===== config.mk =====
export PLATFORM = sky130hd
export DESIGN_NAME = fpu_issue_ctrl
export DESIGN_NICKNAME = d
export VERILOG_FILES = /design/src/rtl/fpu_ctrl_pkg.sv /design/src/rtl/fpu_lat_counter.sv /design/src/rtl/fpu_issue_ctrl.sv
export SDC_FILE = /design/constraint.sdc
export NUM_CORES = 1
export LEC_CHECK = 0
export BUFFER_PORTS_ARGS = -buffer_cell sky130_fd_sc_hd__buf_2
export CORE_MARGIN = 2
export CORE_UTILIZATION = 45
export CTS_BUF_LIST = sky130_fd_sc_hd__clkbuf_2 sky130_fd_sc_hd__clkbuf_4 sky130_fd_sc_hd__clkbuf_8
export DETAILED_ROUTE_END_ITERATION = 8
export PLACE_DENSITY = 0.78
export SLEW_MARGIN = 20
export SYNTH_ARGS = -nofsm -noshare
export SYNTH_HDL_FRONTEND = slang
export SYNTH_SLANG_ARGS = --single-unit

===== constraint.sdc =====
create_clock -name clk -period 1.7 [get_ports clk]
set_input_delay 0.085 -clock clk [delete_from_list [all_inputs] [get_ports clk]]
set_output_delay 0.085 -clock clk [all_outputs]
set_load 0.01 [all_outputs]

===== src/rtl/fpu_ctrl_pkg.sv =====
// fpu_ctrl_pkg
//   Shared definitions for the FPU issue control slice: the issue FSM state
//   type, the FPU op-code map (every FPU op has bit 4 set), and the largest
//   multicycle latency the issue logic will honour.
package fpu_ctrl_pkg;

  typedef enum logic {
    S_IDLE = 1'b0,
    S_BUSY = 1'b1
  } fpu_state_e;

  localparam logic [4:0] FADD   = 5'b10000;
  localparam logic [4:0] FSUB   = 5'b10001;
  localparam logic [4:0] FMUL   = 5'b10010;
  localparam logic [4:0] FDIV   = 5'b10011;
  localparam logic [4:0] FSQRT  = 5'b10100;
  localparam logic [4:0] FMIN   = 5'b10101;
  localparam logic [4:0] FMAX   = 5'b10110;
  localparam logic [4:0] FCVTSW = 5'b10111;
  localparam logic [4:0] FSGNJ  = 5'b11000;
  localparam logic [4:0] FSGNJN = 5'b11001;
  localparam logic [4:0] FSGNJX = 5'b11010;
  localparam logic [4:0] FEQ    = 5'b11011;
  localparam logic [4:0] FLT    = 5'b11100;
  localparam logic [4:0] FCVTWS = 5'b11101;

  localparam int MAX_LAT = 7;

  // Bit 4 of the decoded control code marks the op as belonging to the FPU.
  function automatic logic is_fpu_op(input logic [4:0] cont);
    return cont[4];
  endfunction

endpackage


===== src/rtl/fpu_lat_counter.sv =====
// fpu_lat_counter
//   Down-counter tracking the remaining cycles of a multicycle FPU op.
//   Ports:
//     clk, rstn  : clock, asynchronous active-low reset
//     load       : load load_val (takes priority over clear)
//     load_val   : starting count, already saturated by the caller
//     clear      : abandon the current count
//     tc         : count equals 1 (final busy cycle)
//     gt1        : count is above 1 (more busy cycles follow this one)
module fpu_lat_counter
  import fpu_ctrl_pkg::*;
#(
  parameter int LAT_W = 4
) (
  input  logic             clk,
  input  logic             rstn,
  input  logic             load,
  input  logic [LAT_W-1:0] load_val,
  input  logic             clear,
  output logic             tc,
  output logic             gt1
);

  logic [LAT_W-1:0] cnt_q, cnt_d;

  // The count parks at zero once exhausted so an idle counter never wraps.
  always_comb begin
    cnt_d = cnt_q;
    if (load) begin
      cnt_d = load_val;
    end else if (clear) begin
      cnt_d = '0;
    end else if (cnt_q != '0) begin
      cnt_d = cnt_q - LAT_W'(1);
    end
  end

  always_ff @(posedge clk or negedge rstn) begin
    if (!rstn) begin
      cnt_q <= '0;
    end else begin
      cnt_q <= cnt_d;
    end
  end

  assign tc  = (cnt_q == LAT_W'(1));
  assign gt1 = (cnt_q > LAT_W'(1));

endmodule


===== src/rtl/fpu_issue_ctrl.sv =====
// fpu_issue_ctrl
//   Issues EX-stage FPU ops to the FPU datapath, stalls the front of the
//   pipeline for multicycle ops and produces a one-cycle writeback strobe.
//   Ports:
//     clk, rstn                : clock, asynchronous active-low reset
//     issue_valid/cont/lat     : EX instruction valid, control code, stall count
//     issue_x1/x2              : EX operands
//     issue_rd/issue_rd_float  : destination index and register file select
//     flush                    : kill the in-flight FPU op
//     fpu_y                    : FPU datapath result
//     fpu_x1/x2/cont           : operands and op select driven to the FPU
//     stall                    : freeze IF/ID/EX
//     busy                     : multicycle op in flight
//     wb_valid/rd/float/data   : writeback strobe and payload
module fpu_issue_ctrl
  import fpu_ctrl_pkg::*;
#(
  parameter int LAT_W = 4
) (
  input  logic             clk,
  input  logic             rstn,
  input  logic             issue_valid,
  input  logic [4:0]       issue_cont,
  input  logic [LAT_W-1:0] issue_lat,
  input  logic [31:0]      issue_x1,
  input  logic [31:0]      issue_x2,
  input  logic [4:0]       issue_rd,
  input  logic             issue_rd_float,
  input  logic             flush,
  input  logic [31:0]      fpu_y,
  output logic [31:0]      fpu_x1,
  output logic [31:0]      fpu_x2,
  output logic [4:0]       fpu_cont,
  output logic             stall,
  output logic             busy,
  output logic             wb_valid,
  output logic [4:0]       wb_rd,
  output logic             wb_float,
  output logic [31:0]      wb_data
);

  localparam logic [LAT_W-1:0] LAT_CAP = LAT_W'(MAX_LAT);

  fpu_state_e state_q, state_d;

  logic [31:0]      x1_q, x1_d, x2_q, x2_d;
  logic [4:0]       cont_q, cont_d;
  logic [4:0]       rd_q, rd_d;
  logic             rd_float_q, rd_float_d;
  logic             wb_valid_q, wb_valid_d;
  logic [4:0]       wb_rd_q, wb_rd_d;
  logic             wb_float_q, wb_float_d;
  logic [31:0]      wb_data_q, wb_data_d;

  logic [LAT_W-1:0] lat_sat;
  logic             lat_zero;
  logic             accept;
  logic             in_busy;
  logic             busy_done;
  logic             cnt_tc;
  logic             cnt_gt1;
  logic             cnt_load;
  logic             cnt_clear;

  // Accept is gated by rstn so that a valid FPU op presented while reset is
  // held cannot raise stall combinationally.
  always_comb begin
    lat_sat   = (issue_lat > LAT_CAP) ? LAT_CAP : issue_lat;
    lat_zero  = (lat_sat == '0);
    in_busy   = (state_q == S_BUSY);
    accept    = rstn && !in_busy && issue_valid && is_fpu_op(issue_cont) && !flush;
    busy_done = in_busy && cnt_tc && !flush;
    cnt_load  = accept && !lat_zero;
    cnt_clear = in_busy && flush;
  end

  // Next state, operand holding and writeback capture. A zero-latency op
  // writes back straight from the accept edge; a multicycle op writes back
  // from its final busy cycle unless flushed.
  always_comb begin
    state_d    = state_q;
    x1_d       = x1_q;
    x2_d       = x2_q;
    cont_d     = cont_q;
    rd_d       = rd_q;
    rd_float_d = rd_float_q;
    wb_valid_d = 1'b0;
    wb_rd_d    = wb_rd_q;
    wb_float_d = wb_float_q;
    wb_data_d  = wb_data_q;

    case (state_q)
      S_IDLE: begin
        if (accept && !lat_zero) begin
          state_d = S_BUSY;
        end
      end
      S_BUSY: begin
        if (flush || cnt_tc) begin
          state_d = S_IDLE;
        end
      end
      default: state_d = S_IDLE;
    endcase

    if (accept) begin
      x1_d       = issue_x1;
      x2_d       = issue_x2;
      cont_d     = issue_cont;
      rd_d       = issue_rd;
      rd_float_d = issue_rd_float;
    end

    if (accept && lat_zero) begin
      wb_valid_d = 1'b1;
      wb_rd_d    = issue_rd;
      wb_float_d = issue_rd_float;
      wb_data_d  = fpu_y;
    end else if (busy_done) begin
      wb_valid_d = 1'b1;
      wb_rd_d    = rd_q;
      wb_float_d = rd_float_q;
      wb_data_d  = fpu_y;
    end
  end

  always_ff @(posedge clk or negedge rstn) begin
    if (!rstn) begin
      state_q    <= S_IDLE;
      x1_q       <= '0;
      x2_q       <= '0;
      cont_q     <= '0;
      rd_q       <= '0;
      rd_float_q <= 1'b0;
      wb_valid_q <= 1'b0;
      wb_rd_q    <= '0;
      wb_float_q <= 1'b0;
      wb_data_q  <= '0;
    end else begin
      state_q    <= state_d;
      x1_q       <= x1_d;
      x2_q       <= x2_d;
      cont_q     <= cont_d;
      rd_q       <= rd_d;
      rd_float_q <= rd_float_d;
      wb_valid_q <= wb_valid_d;
      wb_rd_q    <= wb_rd_d;
      wb_float_q <= wb_float_d;
      wb_data_q  <= wb_data_d;
    end
  end

  fpu_lat_counter #(
    .LAT_W(LAT_W)
  ) u_lat_counter (
    .clk     (clk),
    .rstn    (rstn),
    .load    (cnt_load),
    .load_val(lat_sat),
    .clear   (cnt_clear),
    .tc      (cnt_tc),
    .gt1     (cnt_gt1)
  );

  // The final busy cycle is left unstalled so the frozen instruction moves
  // on exactly once; a flush releases the pipeline in the same cycle.
  assign stall    = (accept && !lat_zero) || (in_busy && cnt_gt1 && !flush);
  assign busy     = in_busy;
  assign fpu_x1   = in_busy ? x1_q   : issue_x1;
  assign fpu_x2   = in_busy ? x2_q   : issue_x2;
  assign fpu_cont = in_busy ? cont_q : issue_cont;
  assign wb_valid = wb_valid_q;
  assign wb_rd    = wb_rd_q;
  assign wb_float = wb_float_q;
  assign wb_data  = wb_data_q;

endmodule


Word-level counts from Yosys, hierarchy flattened
Cells that the tools add are included.
Widths: inputs -> output; s select.
{"block": "word_totals", "reg_bits": 119, "latchBits": 0, "ramBits": 0, "romBits": 0, "out_inout_bits": 110, "wordCells": 54, "memories": 0}
{"block": "classes", "n_addsub": 1, "multipliers": 0, "div": 0, "order_cmp": 2, "eq_ne": 1, "n_shift": 0, "muxes": 18, "bitwise_logic": 1, "reduce_logical": 20}
{"operator": "$mux 32", "count": 4}
{"operator": "$mux 4", "count": 4}
{"operator": "$mux 5", "count": 3}
{"operator": "$logic_and 1x1->1", "count": 11}
{"operator": "$mux 1", "count": 6}
{"operator": "$eq 4x1->1 const B", "count": 1}
{"operator": "$gt 4x1->1 const B", "count": 1}
{"operator": "$gt 4x3->1 const B", "count": 1}
{"operator": "$logic_not 4->1", "count": 1}
{"operator": "$reduce_bool 4->1", "count": 1}
{"operator": "$sub 4x1->4 const B", "count": 1}
{"operator": "$logic_not 1->1", "count": 3}
{"operator": "$reduce_bool 3->1", "count": 1}
{"operator": "$logic_or 1x1->1", "count": 2}
{"operator": "$pmux 1 s2", "count": 1}
{"operator": "$reduce_bool 2->1", "count": 1}
{"operator": "$not 1->1", "count": 1}

Longest topological paths before layout
{"block": "logic_depth", "word_depth": 8, "depth_mapped": 8, "mapped_depth_nobuf": 5}

By module
From an unflattened synthesis, not the netlist that was laid out.
{"block": "unflattened", "cells_unflattened": 373, "area_unflattened_um2": 5652.9}
{"module": "fpu_issue_ctrl", "instances": 1, "cells_each": 347, "area_per_inst_um2": 5401.4}
{"module": "fpu_lat_counter", "instances": 1, "cells_each": 26, "area_per_inst_um2": 251.5}

Worst setup path before layout
OpenSTA, ideal clock, no wires.
{"block": "synth_timing", "path_type": "register -> register", "from": "reg state_q, in the netlist busy", "to": "reg wb_data_q[10], in the netlist wb_data[10]", "setup_time_ps": 125, "arrival_ps": 1746, "required_ps": 1575, "slack_ps": -171, "path_stages_with_launch": 8, "synth_period_minus_slack_ps": 1871, "cell_sequence": "dfrtp_1 buf_2 nor2b_1 and3_1 buf_2 nor2_4 buf_6 mux2_4"}
{"block": "synth_via", "elab_chain_len": 7, "elab_cells_between_ends": 10, "cone_classes": "1 x mux; 9 x reduce/logical"}
{"element": "start, declared", "line_no": "fpu_issue_ctrl.sv:44", "text": "fpu_state_e state_q, state_d;"}
{"element": "start signal, assigned", "line_no": "fpu_issue_ctrl.sv:140", "text": "state_q <= state_d;"}
{"element": "$logic_not 1->1", "line_no": "fpu_issue_ctrl.sv:71", "text": "accept = rstn && !in_busy && issue_valid && is_fpu_op(issue_cont) && !flush;"}
{"element": "$logic_and 1x1->1 (4 in a row)", "line_no": "fpu_issue_ctrl.sv:71"}
{"element": "$logic_and 1x1->1", "line_no": "fpu_issue_ctrl.sv:114", "text": "if (accept && lat_zero) begin"}
{"element": "$mux 32 / $reduce_bool 2->1 (equally long branches)"}
{"element": "end signal, assigned", "line_no": "fpu_issue_ctrl.sv:149", "text": "wb_data_q <= wb_data_d;"}
{"element": "end, declared", "line_no": "fpu_issue_ctrl.sv:53", "text": "logic [31:0] wb_data_q, wb_data_d;"}
Several ways; a longest one is shown, not always the timed one.
A chain may end at the register's enable or synchronous reset.

Worst setup path in the final report
{"block": "layout_timing", "from": "reg state_q, in the netlist busy", "to": "reg wb_data_q[23], in the netlist wb_data[23]"}
The elaborated chain is that of the path after synthesis.

==> impl_metrics.ini <==
[status]
status = finished, violations left
violations = setup timing

[logic_synthesis]
synthSimpleGateAreaFrac = 0.0362
synthMuxAreaShare = 0.384
synth_nets = 489
avgSynthCellArea_um2 = 15.1
syn_inst = 372
ys_ff_latch = 119
synth_largest_area_cell = dfrtp_1
syn_area_mm2 = 0.00563
synthArstFlopShare = 1.00
synth_top_family_by_area = multiplexers
synth_cell_types = 30
synth_top_area_share = 0.529
synth_edf_count = 0
yosys.area_share.adder = 0.00444
ys_seq_area_frac = 0.529
ys_warn_count = 0
synthXorXnorAreaFrac = 0
synth_compound_area_frac = 0.0211
synth.area.top_cells = dfrtp_1 (53%), mux2_2 (26%), mux2_4 (11%), buf_6 (1.2%), buf_2 (0.71%)
ys.flop_type = dfrtp_1

[critical_path]
critPathMaxFanout = 12
cp_top_family = simple AND/OR/NAND/NOR gates
r2r_end = wb_data[23]
start_kind = flip-flop
rrSetupSlack_ns = -0.10
path_cells = buf_6 -> nor2b_4 -> and3_4 -> nor2_4 -> buf_12 -> mux2_4
worst_ep_arrival_time_ns = 2.11
path_buf_inv = 2
critPathRequiredTime_ns = 2.01
cp_slowest_cell = dfrtp_2
crit_path_end_kind = flip-flop
cp_slowest_stage_delay_ns = 0.45
r2r_cells = 6
crit_type = reg2reg
r2r-start = busy

[drt]
drt_pass1_iterations = 4
drt_iter0_drc = 254
vias_per_cell = 5.13
dr_wl_met2_um = 10200
wl_um = 18800
wl_met1_um = 6760
met3WireLength_um = 1320
highest_layer = met4
drc = 0
drtAntennaViolNets = 0
vias = 4639
wl_per_cell_um = 20.8

[layout]
synthToLayoutAreaGrowth_pct = 58.3
nets = 841
final_common_cell = buf_2
layout_common_cells = buf_2 (205), dfrtp_1 (118), mux2_2 (112)
drive_gt1_frac = 0.632
fin_area_mm2 = 0.00892

[sta]
fin_crit_sh = 1.06
max-slew-margin-rel = 0.582
worst_pin_slew_ns = 0.627
finalCriticalPeriod_ns = 1.80
holdWs_ns = 0.0541
setup_viol = 97
grt_setup_unrepaired = true
fin_ws_ns = -0.101
finClkSkew_ns = 0.0159
slew_violations = 0
timing.setup.tns_ns = -4.57
max_clock_freq_ghz = 0.555
hold_violations = 0

[power]
peakVddDrop_v = 0.000924
leakage_uw = 0.00452
total_power_uw = 10700
power_density_mw_per_mm2 = 1200

[placed_design]
hpwl_um = 8990
portBuffers = 224
dpl-instance-area_mm2 = 0.00698
dp_slack_ns = 0.0131
place_congestion = 0.755

[global_routing]
grt_overflow_total = 0
grt_start_max_net_pins = 120
grt_first_pass_wirelength_um = 26000
track_usage = 0.259
grt_antenna_before_repair = 0
grt_pass1_vias = 5034

[floorplan]
dieWidth_um = 116
row_count = 40
ios = 225
die_h_um = 116
coreArea_mm2 = 0.0121
die_area_mm2 = 0.0134
initial_core_util = 0.465

[clocking]
cts.path.max_buffers = 2
clock-sinks = 119
cts_max_level = 4
numCtsBuffers = 17
clk_pin_slew_ns = 0.07
cts_tree = yes
root_buffer = clkbuf_8
clk_latency_ns = 0.44

[min_path]
whs_endpoint = u_lat_counter.cnt_q[0]
min_delay_path_depth = 4
hp-class = in2reg
worstHoldStart = issue_lat[0]

[job]
maxCapViolations = 0
## worst register-to-register path, delay by kind of cell (launching register included)
kind | cells | cell delay, ns
flops | 1 | 0.45
buf+inv | 2 | 0.37
simple gates | 3 | 0.55
mux | 1 | 0.33
## routing by layer
| layer | global-route usage | up-vias |
|---|---|---|
| met3 | 0.0863 | 40 |
| met1 | 0.264 | 2333 |
| li1 | - | 2042 |
| met5 | 0 | - |
| met4 | 0.102 | 0 |
| met2 | 0.485 | 224 |
## how the worst max path moves through the flow
stage,start,end,depth (start not counted),slack [ns]
CTS,busy,stall,4,-0.08
global placement,u_lat_counter.cnt_q[1],wb_data[3],6,0.07
detailed placement,u_lat_counter.cnt_q[1],wb_data[2],6,0.01
floorplan,busy,wb_data[10],6,-0.11
global route,busy,wb_data[1],6,-0.16
finish,busy,wb_data[23],6,-0.10
## cells in the mapped netlist, types with 4 or more instances
cell type and n:
nand2_1 10, buf_2 8, nor2_1 8, mux2_2 132, buf_6 6, clkbuf_1 5
mux2_4 43, dfrtp_1 119, o21ai_0 4
## timing repair
item                       in CTS  in global routing
hold buffers                  107                  0
setup endpoints to repair      73                110
gates resized for setup        38                 17
setup buffers                   3                  3
pin swaps                       1                  3
hold endpoints to repair      231                  0
gates cloned                    2                  5
## metrics by stage
step           utilization  std cells
3_5_place_dp         0.576        754
3_3_place_gp         0.576        754
2_1_floorplan            -        372
5_1_grt              0.736        904
6_report             0.736        905
4_1_cts              0.721        897
## state kept, by name (all words and copies together), names as in the netlist
signal / flops
wb_rd: 5
busy: 1
x2_q: 32
wb_data: 32
wb_float: 1
rd_float_q: 1
x1_q: 32
wb_valid: 1
rd_q: 5
cont_q: 5
u_lat_counter.cnt_q: 4
## cell families after synthesis
| logic type | after synthesis |
|---|---|
| AND/OR/NAND/NOR | 32 |
| flip-flops | 119 |
| AO/OA/AOI/OAI | 17 |
| adder cells (fa/ha/maj) | 2 |
| buffers and inverters | 24 |
| multiplexers | 178 |
## report_power, final
part | internal, µW | switching, µW | total (µW)
Sequential | 3770 | 605 | 4380
Clock | 1650 | 1150 | 2800
Combinational | 2050 | 1470 | 3520
Total | 7470 | 3220 | 10700
## final cells by class
| class | count | area (µm²) |
|---|---|---|
| well taps | 168 | 210 |
| flip-flops and latches | 119 | 2980 |
| repair buffers | 354 | 2680 |
| multi-input cells | 229 | 2610 |
| fillers | 748 | 3190 |
| clock inverters | 7 | 116 |
| inverters | 3 | 11.3 |
| clock buffers | 24 | 312 |
| diodes | 1 | 2.50 |
(Power assumes the default switching activity.)
